File: src/rtl/hazard_ctrl_if.sv
// Signal bundle between the 5-stage pipeline and its hazard controller.
// The pipeline side is the master; hazard_ctrl is the slave.
interface hazard_ctrl_if #(
    parameter int STALL_CNT_W = 32
);
    logic [4:0]             rs1_d;
    logic [4:0]             rs2_d;
    logic [4:0]             rs1_e;
    logic [4:0]             rs2_e;
    logic [4:0]             rd_e;
    logic [1:0]             res_src_e;
    logic                   pc_src_e;
    logic                   mdu_req_e;
    logic                   mdu_done;
    logic [4:0]             rd_m;
    logic                   reg_write_m;
    logic [4:0]             rd_w;
    logic                   reg_write_w;

    logic [1:0]             forward_a_e;
    logic [1:0]             forward_b_e;
    logic                   stall_f;
    logic                   stall_d;
    logic                   stall_e;
    logic                   flush_d;
    logic                   flush_e;
    logic                   flush_m;
    logic                   mdu_start;
    logic                   mdu_busy;
    logic                   mdu_timeout;
    logic [STALL_CNT_W-1:0] stall_count;

    modport master (
        output rs1_d, rs2_d, rs1_e, rs2_e, rd_e, res_src_e, pc_src_e,
               mdu_req_e, mdu_done, rd_m, reg_write_m, rd_w, reg_write_w,
        input  forward_a_e, forward_b_e, stall_f, stall_d, stall_e,
               flush_d, flush_e, flush_m, mdu_start, mdu_busy,
               mdu_timeout, stall_count
    );

    modport slave (
        input  rs1_d, rs2_d, rs1_e, rs2_e, rd_e, res_src_e, pc_src_e,
               mdu_req_e, mdu_done, rd_m, reg_write_m, rd_w, reg_write_w,
        output forward_a_e, forward_b_e, stall_f, stall_d, stall_e,
               flush_d, flush_e, flush_m, mdu_start, mdu_busy,
               mdu_timeout, stall_count
    );
endinterface

File: src/rtl/hazard_ctrl.sv
// Hazard controller for the 5-stage RV32 core: operand forwarding, load-use
// stalls, branch flushes, MDU start/done sequencing and a stall-cycle counter.
module hazard_ctrl #(
    parameter int MDU_TIMEOUT = 64,
    parameter int STALL_CNT_W = 32
) (
    input  logic         clk,
    input  logic         rst,
    hazard_ctrl_if.slave bus
);
    localparam int CNT_W = $clog2(MDU_TIMEOUT);

    typedef enum logic [1:0] {IDLE, BUSY, DONE} state_t;

    state_t                 state_q, state_d;
    logic [CNT_W-1:0]       cnt_q, cnt_d;
    logic                   timeout_q, timeout_d;
    logic [STALL_CNT_W-1:0] stall_count_q, stall_count_d;

    logic lw_stall;
    logic mdu_hold;

    function automatic logic [1:0] fwd_sel(
        input logic [4:0] src,
        input logic [4:0] rd_m,
        input logic       wr_m,
        input logic [4:0] rd_w,
        input logic       wr_w
    );
        if (wr_m && rd_m != 5'd0 && rd_m == src) return 2'b10;
        if (wr_w && rd_w != 5'd0 && rd_w == src) return 2'b01;
        return 2'b00;
    endfunction

    function automatic logic [STALL_CNT_W-1:0] sat_inc(input logic [STALL_CNT_W-1:0] v);
        return (&v) ? v : v + STALL_CNT_W'(1);
    endfunction

    assign bus.forward_a_e = fwd_sel(bus.rs1_e, bus.rd_m, bus.reg_write_m, bus.rd_w, bus.reg_write_w);
    assign bus.forward_b_e = fwd_sel(bus.rs2_e, bus.rd_m, bus.reg_write_m, bus.rd_w, bus.reg_write_w);

    assign lw_stall = (bus.res_src_e == 2'b01) && (bus.rd_e != 5'd0) &&
                      ((bus.rd_e == bus.rs1_d) || (bus.rd_e == bus.rs2_d));

    // An MDU op in flight freezes the front end and bubbles memory; it can never branch.
    assign mdu_hold = !rst && (((state_q == IDLE) && bus.mdu_req_e) || (state_q == BUSY));

    always_comb begin
        bus.stall_f   = 1'b0;
        bus.stall_d   = 1'b0;
        bus.stall_e   = 1'b0;
        bus.flush_d   = 1'b0;
        bus.flush_e   = 1'b0;
        bus.flush_m   = 1'b0;
        bus.mdu_start = 1'b0;
        bus.mdu_busy  = 1'b0;
        if (!rst) begin
            bus.mdu_start = (state_q == IDLE) && bus.mdu_req_e;
            bus.mdu_busy  = (state_q == BUSY);
            if (mdu_hold) begin
                bus.stall_f = 1'b1;
                bus.stall_d = 1'b1;
                bus.stall_e = 1'b1;
                bus.flush_m = 1'b1;
            end else begin
                bus.stall_f = lw_stall;
                bus.stall_d = lw_stall;
                bus.flush_d = bus.pc_src_e;
                bus.flush_e = lw_stall || bus.pc_src_e;
            end
        end
    end

    always_comb begin
        state_d       = state_q;
        cnt_d         = cnt_q;
        timeout_d     = timeout_q;
        stall_count_d = bus.stall_f ? sat_inc(stall_count_q) : stall_count_q;
        if (rst) begin
            state_d       = IDLE;
            cnt_d         = '0;
            timeout_d     = 1'b0;
            stall_count_d = '0;
        end else begin
            unique case (state_q)
                IDLE: begin
                    if (bus.mdu_req_e) begin
                        state_d = BUSY;
                        cnt_d   = '0;
                    end
                end
                BUSY: begin
                    if (bus.mdu_done) begin
                        state_d = DONE;
                    end else if (cnt_q == CNT_W'(MDU_TIMEOUT - 1)) begin
                        state_d   = IDLE;
                        timeout_d = 1'b1;
                    end else begin
                        cnt_d = cnt_q + CNT_W'(1);
                    end
                end
                DONE:    state_d = IDLE;
                default: state_d = IDLE;
            endcase
        end
    end

    always_ff @(posedge clk) begin
        state_q       <= state_d;
        cnt_q         <= cnt_d;
        timeout_q     <= timeout_d;
        stall_count_q <= stall_count_d;
    end

    assign bus.mdu_timeout = timeout_q;
    assign bus.stall_count = stall_count_q;
endmodule

File: src/flat_wrapper.sv
// flat-port wrapper written by rule: the top's interface ports become plain ports
module hazard_ctrl_flat 
#(
    parameter int MDU_TIMEOUT = 64,
    parameter int STALL_CNT_W = 32
)
  (clk, rst, bus_rs1_d, bus_rs2_d, bus_rs1_e, bus_rs2_e, bus_rd_e, bus_res_src_e, bus_pc_src_e, bus_mdu_req_e, bus_mdu_done, bus_rd_m, bus_reg_write_m, bus_rd_w, bus_reg_write_w, bus_forward_a_e, bus_forward_b_e, bus_stall_f, bus_stall_d, bus_stall_e, bus_flush_d, bus_flush_e, bus_flush_m, bus_mdu_start, bus_mdu_busy, bus_mdu_timeout, bus_stall_count);
  hazard_ctrl_if #(.STALL_CNT_W(STALL_CNT_W)) bus_i ();
  input  logic clk;
  input  logic rst;
  input wire logic [$bits(bus_i.rs1_d)-1:0] bus_rs1_d;
  input wire logic [$bits(bus_i.rs2_d)-1:0] bus_rs2_d;
  input wire logic [$bits(bus_i.rs1_e)-1:0] bus_rs1_e;
  input wire logic [$bits(bus_i.rs2_e)-1:0] bus_rs2_e;
  input wire logic [$bits(bus_i.rd_e)-1:0] bus_rd_e;
  input wire logic [$bits(bus_i.res_src_e)-1:0] bus_res_src_e;
  input wire logic [$bits(bus_i.pc_src_e)-1:0] bus_pc_src_e;
  input wire logic [$bits(bus_i.mdu_req_e)-1:0] bus_mdu_req_e;
  input wire logic [$bits(bus_i.mdu_done)-1:0] bus_mdu_done;
  input wire logic [$bits(bus_i.rd_m)-1:0] bus_rd_m;
  input wire logic [$bits(bus_i.reg_write_m)-1:0] bus_reg_write_m;
  input wire logic [$bits(bus_i.rd_w)-1:0] bus_rd_w;
  input wire logic [$bits(bus_i.reg_write_w)-1:0] bus_reg_write_w;
  output wire logic [$bits(bus_i.forward_a_e)-1:0] bus_forward_a_e;
  output wire logic [$bits(bus_i.forward_b_e)-1:0] bus_forward_b_e;
  output wire logic [$bits(bus_i.stall_f)-1:0] bus_stall_f;
  output wire logic [$bits(bus_i.stall_d)-1:0] bus_stall_d;
  output wire logic [$bits(bus_i.stall_e)-1:0] bus_stall_e;
  output wire logic [$bits(bus_i.flush_d)-1:0] bus_flush_d;
  output wire logic [$bits(bus_i.flush_e)-1:0] bus_flush_e;
  output wire logic [$bits(bus_i.flush_m)-1:0] bus_flush_m;
  output wire logic [$bits(bus_i.mdu_start)-1:0] bus_mdu_start;
  output wire logic [$bits(bus_i.mdu_busy)-1:0] bus_mdu_busy;
  output wire logic [$bits(bus_i.mdu_timeout)-1:0] bus_mdu_timeout;
  output wire logic [$bits(bus_i.stall_count)-1:0] bus_stall_count;
  assign bus_i.rs1_d = bus_rs1_d;
  assign bus_i.rs2_d = bus_rs2_d;
  assign bus_i.rs1_e = bus_rs1_e;
  assign bus_i.rs2_e = bus_rs2_e;
  assign bus_i.rd_e = bus_rd_e;
  assign bus_i.res_src_e = bus_res_src_e;
  assign bus_i.pc_src_e = bus_pc_src_e;
  assign bus_i.mdu_req_e = bus_mdu_req_e;
  assign bus_i.mdu_done = bus_mdu_done;
  assign bus_i.rd_m = bus_rd_m;
  assign bus_i.reg_write_m = bus_reg_write_m;
  assign bus_i.rd_w = bus_rd_w;
  assign bus_i.reg_write_w = bus_reg_write_w;
  assign bus_forward_a_e = bus_i.forward_a_e;
  assign bus_forward_b_e = bus_i.forward_b_e;
  assign bus_stall_f = bus_i.stall_f;
  assign bus_stall_d = bus_i.stall_d;
  assign bus_stall_e = bus_i.stall_e;
  assign bus_flush_d = bus_i.flush_d;
  assign bus_flush_e = bus_i.flush_e;
  assign bus_flush_m = bus_i.flush_m;
  assign bus_mdu_start = bus_i.mdu_start;
  assign bus_mdu_busy = bus_i.mdu_busy;
  assign bus_mdu_timeout = bus_i.mdu_timeout;
  assign bus_stall_count = bus_i.stall_count;
  hazard_ctrl #(.MDU_TIMEOUT(MDU_TIMEOUT), .STALL_CNT_W(STALL_CNT_W)) u_core (.clk(clk), .rst(rst), .bus(bus_i));
endmodule
File: config.mk
export PLATFORM = sky130hd
export DESIGN_NAME = hazard_ctrl_flat
export DESIGN_NICKNAME = d
export VERILOG_FILES = /design/src/rtl/hazard_ctrl_if.sv /design/src/rtl/hazard_ctrl.sv /design/src/flat_wrapper.sv
export SDC_FILE = /design/constraint.sdc
export NUM_CORES = 1
export LEC_CHECK = 0
export CELL_PAD_IN_SITES_DETAIL_PLACEMENT = 2
export CELL_PAD_IN_SITES_GLOBAL_PLACEMENT = 2
export CORE_AREA = 2 2 77 133
export DETAILED_ROUTE_END_ITERATION = 7
export DIE_AREA = 0 0 79 135
export HOLD_SLACK_MARGIN = 0.06
export PLACE_DENSITY = 0.86
export SYNTH_ARGS = -nofsm -noshare
export SYNTH_HDL_FRONTEND = slang
export SYNTH_SLANG_ARGS = --single-unit
File: constraint.sdc
create_clock -name clk -period 4.45 [get_ports clk]
set_input_delay 1.1125 -clock clk [delete_from_list [all_inputs] [get_ports clk]]
set_output_delay 1.1125 -clock clk [all_outputs]
set_load 0.01 [all_outputs]
# Yosys cells after proc, flatten, opt, wreduce, memory -nomap -nowiden
# Index checks and enable logic that the tools add are counted.
# totals
register_bits	41
out_inout_bits	45
elab_cells	77
# classes
addsub	2
bitwise	2
n_eq_ne	13
n_reduce_logical	24
mux	32
# ops
op	count
32-bit by 1-bit adder with 32-bit output, second input constant	1
32-bit AND reduction	1
5-bit equality test	6
2-bit two-way mux	11
6-bit two-way mux	3
1-bit two-way mux	16
5-bit nonzero test	3
6-bit case mux with 2 select lines	1
1-bit logical AND	10
6-bit by 1-bit adder with 6-bit output, second input constant	1
6-bit equality test, second input constant	1
2-bit != test, second input constant	3
2-bit by 1-bit equality test with 1-bit output, second input constant	2
2-bit case mux with 2 select lines	1
2-bit AND reduction	2
4-bit AND reduction	1
1-bit logical OR	3
3-bit != test, second input constant	1
3-bit AND reduction	1
2-bit logical NOT	1
1-bit inverter	2
2-bit nonzero test	1
1-bit logical NOT	1

# Logic depth before layout (Yosys ltp)
# depth
ltp_word	7
ltp_mapped	9

# Worst setup path before layout
# Ideal clock, no wire load.
# synth_timing
path_kind	input to output
start	input port bus_rd_e[0]
end	output port bus_stall_f
arrival_ns	2.449
setup_slack_ns	0.888
n_path_buf	1
path_stages	6
cell_sequence	or4_1 -> o21ai_1 -> inv_1 -> a21oi_1 -> nor2_1 -> buf_4
# synth_between
elab_chain_len	5
# synth_lines
element	line	text
from (decl)	flat_wrapper.sv:15	input wire logic [$bits(bus_i.rd_e)-1:0] bus_rd_e;
5-bit equality test or 5-bit nonzero test (tied branches)	hazard_ctrl.sv:43, hazard_ctrl.sv:42	
1-bit logical OR or 1-bit logical AND (tied branches)	hazard_ctrl.sv:43, hazard_ctrl.sv:42	
1-bit logical AND (*)	hazard_ctrl.sv:42	assign lw_stall = (bus.res_src_e == 2'b01) && (bus.rd_e != 5'd0) &&
1-bit two-way mux (*) (2 in series)	-	
to (decl)	flat_wrapper.sv:26	output wire logic [$bits(bus_i.stall_f)-1:0] bus_stall_f;
# Mark *: on every way between the ends. The rest lies on a longest branch, timed or not.

# Worst setup path after layout
# layout_timing
start	input port bus_rd_e[0]
end	output port bus_stall_f
# layout_between
elab_chain_len	5
# layout_lines
element	line	text
5-bit equality test or 5-bit nonzero test (tied branches)	hazard_ctrl.sv:43, hazard_ctrl.sv:42	
1-bit logical OR or 1-bit logical AND (tied branches)	hazard_ctrl.sv:43, hazard_ctrl.sv:42	
1-bit logical AND (*)	hazard_ctrl.sv:42	
1-bit two-way mux (*)	hazard_ctrl.sv:60	if (mdu_hold) begin
1-bit two-way mux (*)	hazard_ctrl.sv:57	if (!rst) begin
# Marked as above.

==> results.md <==
* Outcome: completed
* WHS at 0.491 ns
* Antenna-violating nets left at 0
* Worst Hold Path EP: u_core.cnt_q[1]
* Area Overhead vs Synth at 48.3%
* GRT met2 Usage at 39.4%
* Synth Area per Inst at 8.19 µm²
* Initial Utilization at 26.5%
* Crit path arrival time at 3.16 ns
* Leak at 1.29 nW
* Total Routing Usage GR at 18.3%
* Synth Cell Area at 2520 µm²
* Inst Count DP at 517
* Final #Nets at 448
* Setup crit start: bus_rd_e[0]
* Startpoint types: input pin
* CTS Buf Count at 5
* Die height at 135 µm
* Clock skew at 0.00454 ns
* Finished Layout Cells at 525
* Die width at 79 µm
* Ant. Diodes at 0
* Crit path kind: input pin to output port
* Syn Nets at 354
* Critical Path Max Stage Delay at 0.55 ns
* Post-synthesis cell type count at 44
* Wirelength, routed at 9.56 mm
* Total setup buffers inserted after CTS at 0
* Skew-Pair Late Insertion Delay at 0.29 ns
* Commonest non-fill, non-tap cell in the layout: clkdlybuf4s50_1
* Pin count of the biggest net entering global routing at 41
* Met1 usage at 15.9%
* Clk buf depth at 2
* Core area at 9530 µm²
* First drt pass iteration count at 4
* Clock transition at path regs at 0.06 ns
* Most frequent CP cell: clkdlybuf4s50_1
* Busiest grt layer: met2
* Initial antenna violation count at 0
* First DRT Iteration DRCs at 62
* Grt ovf at 0
* RSZ-0062 raised after global routing: no
* Cell count after synthesis at 308
* Worst hold path stage count at 2
* Total clock sinks at 41
* Sequential area share after synthesis at 32.5%
* Root Driver: clkbuf_16
* Overall Power at 0.960 mW
* Tmin final at 4.27 ns
* Total number of vias at 2732
* Number of H-tree levels at 2
* DRC at 0
* Fillers at 1129
* Placed inst area at 3560 µm²
* First-pass GRT wire length at 15.2 mm
* #FFs+latches synth at 41
* Hold Crit Start: u_core.cnt_q[1]
* R2R Path Start: u_core.bus.stall_count[2]
* I/O pin cnt at 89
* R2R Setup Slk at 2.03 ns
* Worst R2R Path Depth at 6
* Routing usage on met3 at 3.14%
* Worst Max-Slew Pin Slew at 0.634 ns
* Routed length per instance at 18.2 µm
* Worst hold path class: flip-flop to flip-flop
* Critical-path top delay cell: or4_1
* Share of layout cells above drive strength 1 at 8.68%
* Critical path required time at 3.34 ns
* Cell Pwr Density at 256 nW/µm²
* Syn. warnings at 0
* CP endpoint kind: output port
* Final hold violations at 0
* Final Cycle Share at 96.1%
* Peak supply drop at 0.150 mV
* CTS tree: built
* Die area at 10700 µm²
* Crit-path cells: clkdlybuf4s50_1, or4_1, o21ai_1, inv_1, a21oi_1, nor2_1, clkdlybuf4s50_1
* Routed vias/inst at 5.20
* Vias in the first global route at 3039
* Maximum clock rate at 0.234 GHz
* Design Area, Final at 3740 µm²
* Layout Utilization at 39.3%
* Max FO, Critical Path at 3
* Gp weighted congestion at 0.786
* Slew Limit Fails at 0
* I/O Buffers at 88
* CTS Hold Bufs at 0
* Max_cap viols at 0
* RR Endpoint: u_core.bus.stall_count[31]
* Placed wire-length estimate at 7.66 mm
* Core Rows at 47
* Slew HR at 57.3%
* Final setup violating endpoints at 0
* Highest-count cells in the layout ignoring fill and taps: 86 x clkdlybuf4s50_1, 41 x dfxtp_1, 32 x nor2_1, 24 x xor2_1, 20 x nand2_1
repair_timing:
item | in CTS | in global routing
resized for setup | 2 | 2
endpoints found under the setup margin | 2 | 2
endpoints found under the hold margin | 0 | 0
metrics by stage:
stage | TNS [ns] | setup slack (ns)
3_5_place_dp | -0.250 | -0.126
3_3_place_gp | 0 | 0.00320
2_1_floorplan | 0 | 0.888
6_report | 0 | 0.175
5_1_grt | 0 | 0.0532
4_1_cts | 0 | 0.0597
worst max path at each step:
stage / end / slack (ns) / cells past startpoint
after floorplan: bus_stall_f / 0.89 / 6
after global placement: bus_forward_b_e[0] / 0.003 / 6
after detailed placement: bus_forward_a_e[0] / -0.13 / 6
after CTS: bus_forward_b_e[0] / 0.06 / 6
after global routing: bus_stall_d / 0.05 / 7
final: bus_stall_f / 0.18 / 7
synthesized netlist by cell type, drive strengths merged:
library cell   n  area (µm²)
dfxtp         41         821
nor2          32         120
xor2          24         210
nand2         22        92.6
a21oi         18        90.1
nand3         18        90.1
xnor2         17         149
o21ai         15        75.1
nand4         11        68.8
or3           10        62.6
or4           10        75.1
inv            8        30.0
nor2b          8        50.1
nor3           8        40.0
nor4           8        50.1
mux2           7        78.8
and3           6        42.5
buf            5        45.0
clkbuf         5        18.8
nand2b         5        31.3
and4           4        40.0
o31ai          4        30.0
o41ai          3        26.3
and2           2        12.5
ha             2        25.0
mux2i          2        20.0
o211ai         2        15.0
or2            2        12.5
a32oi          1        27.5
nand3b         1        7.51
nor3b          1        7.51
o21ba          1        10.0
o221ai         1        15.0
o22ai          1        6.26
o311ai         1        8.76
o31a           1        8.76
or4b           1        10.0
layer usage:
| layer | wire length, µm | up-vias | share of wire [%] |
|---|---|---|---|
| met2 | 5870 | 78 | 61 |
| met3 | 430 | 10 | 4.5 |
| met5 | 0 | - | 0 |
| li1 | - | 1297 | - |
| met1 | 3100 | 1347 | 32 |
| met4 | 152 | 0 | 1.6 |
state kept, by name, summed over array words and instances (netlist names):
name                    count
u_core.bus.mdu_timeout      1
u_core.bus.stall_count     32
u_core.cnt_q                6
u_core.state_q              2
worst max-delay path: cells and delay by family:
| kind | cells | cell delay (ns) |
|---|---|---|
| compound gates | 2 | 0.38 |
| buf+inv | 3 | 1.04 |
| simple gates | 2 | 0.63 |
cells by family after synthesis:
| kind of cell | count (synthesis) | synth area share [%] |
|---|---|---|
| AOI/OAI and AO/OA | 48 | 12.4 |
| buffers and inverters | 18 | 3.72 |
| and+or+nand+nor | 149 | 32.2 |
| xor gates and xnor gates | 41 | 14.2 |
| adders and majority gates | 2 | 0.991 |
| DFF | 41 | 32.5 |
| muxes | 9 | 3.92 |
power by group:
group / switching [mW] / total, mW / internal (mW)
clock: 0.152 / 0.433 / 0.280
combinational: 0.0741 / 0.153 / 0.0786
sequential: 0.00384 / 0.374 / 0.370
layout make-up:
cell class / count / area [µm²] / area share (%)
well taps: 122 / 153 / 4.08
multi-input cells: 249 / 1610 / 43.1
inverters: 8 / 30.0 / 0.802
clock inverters: 1 / 30.0 / 0.802
repair buffers: 97 / 953 / 25.5
flip-flops and latches: 41 / 821 / 21.9
clock buffers: 7 / 143 / 3.81
Power figures use the tool's default switching activity.
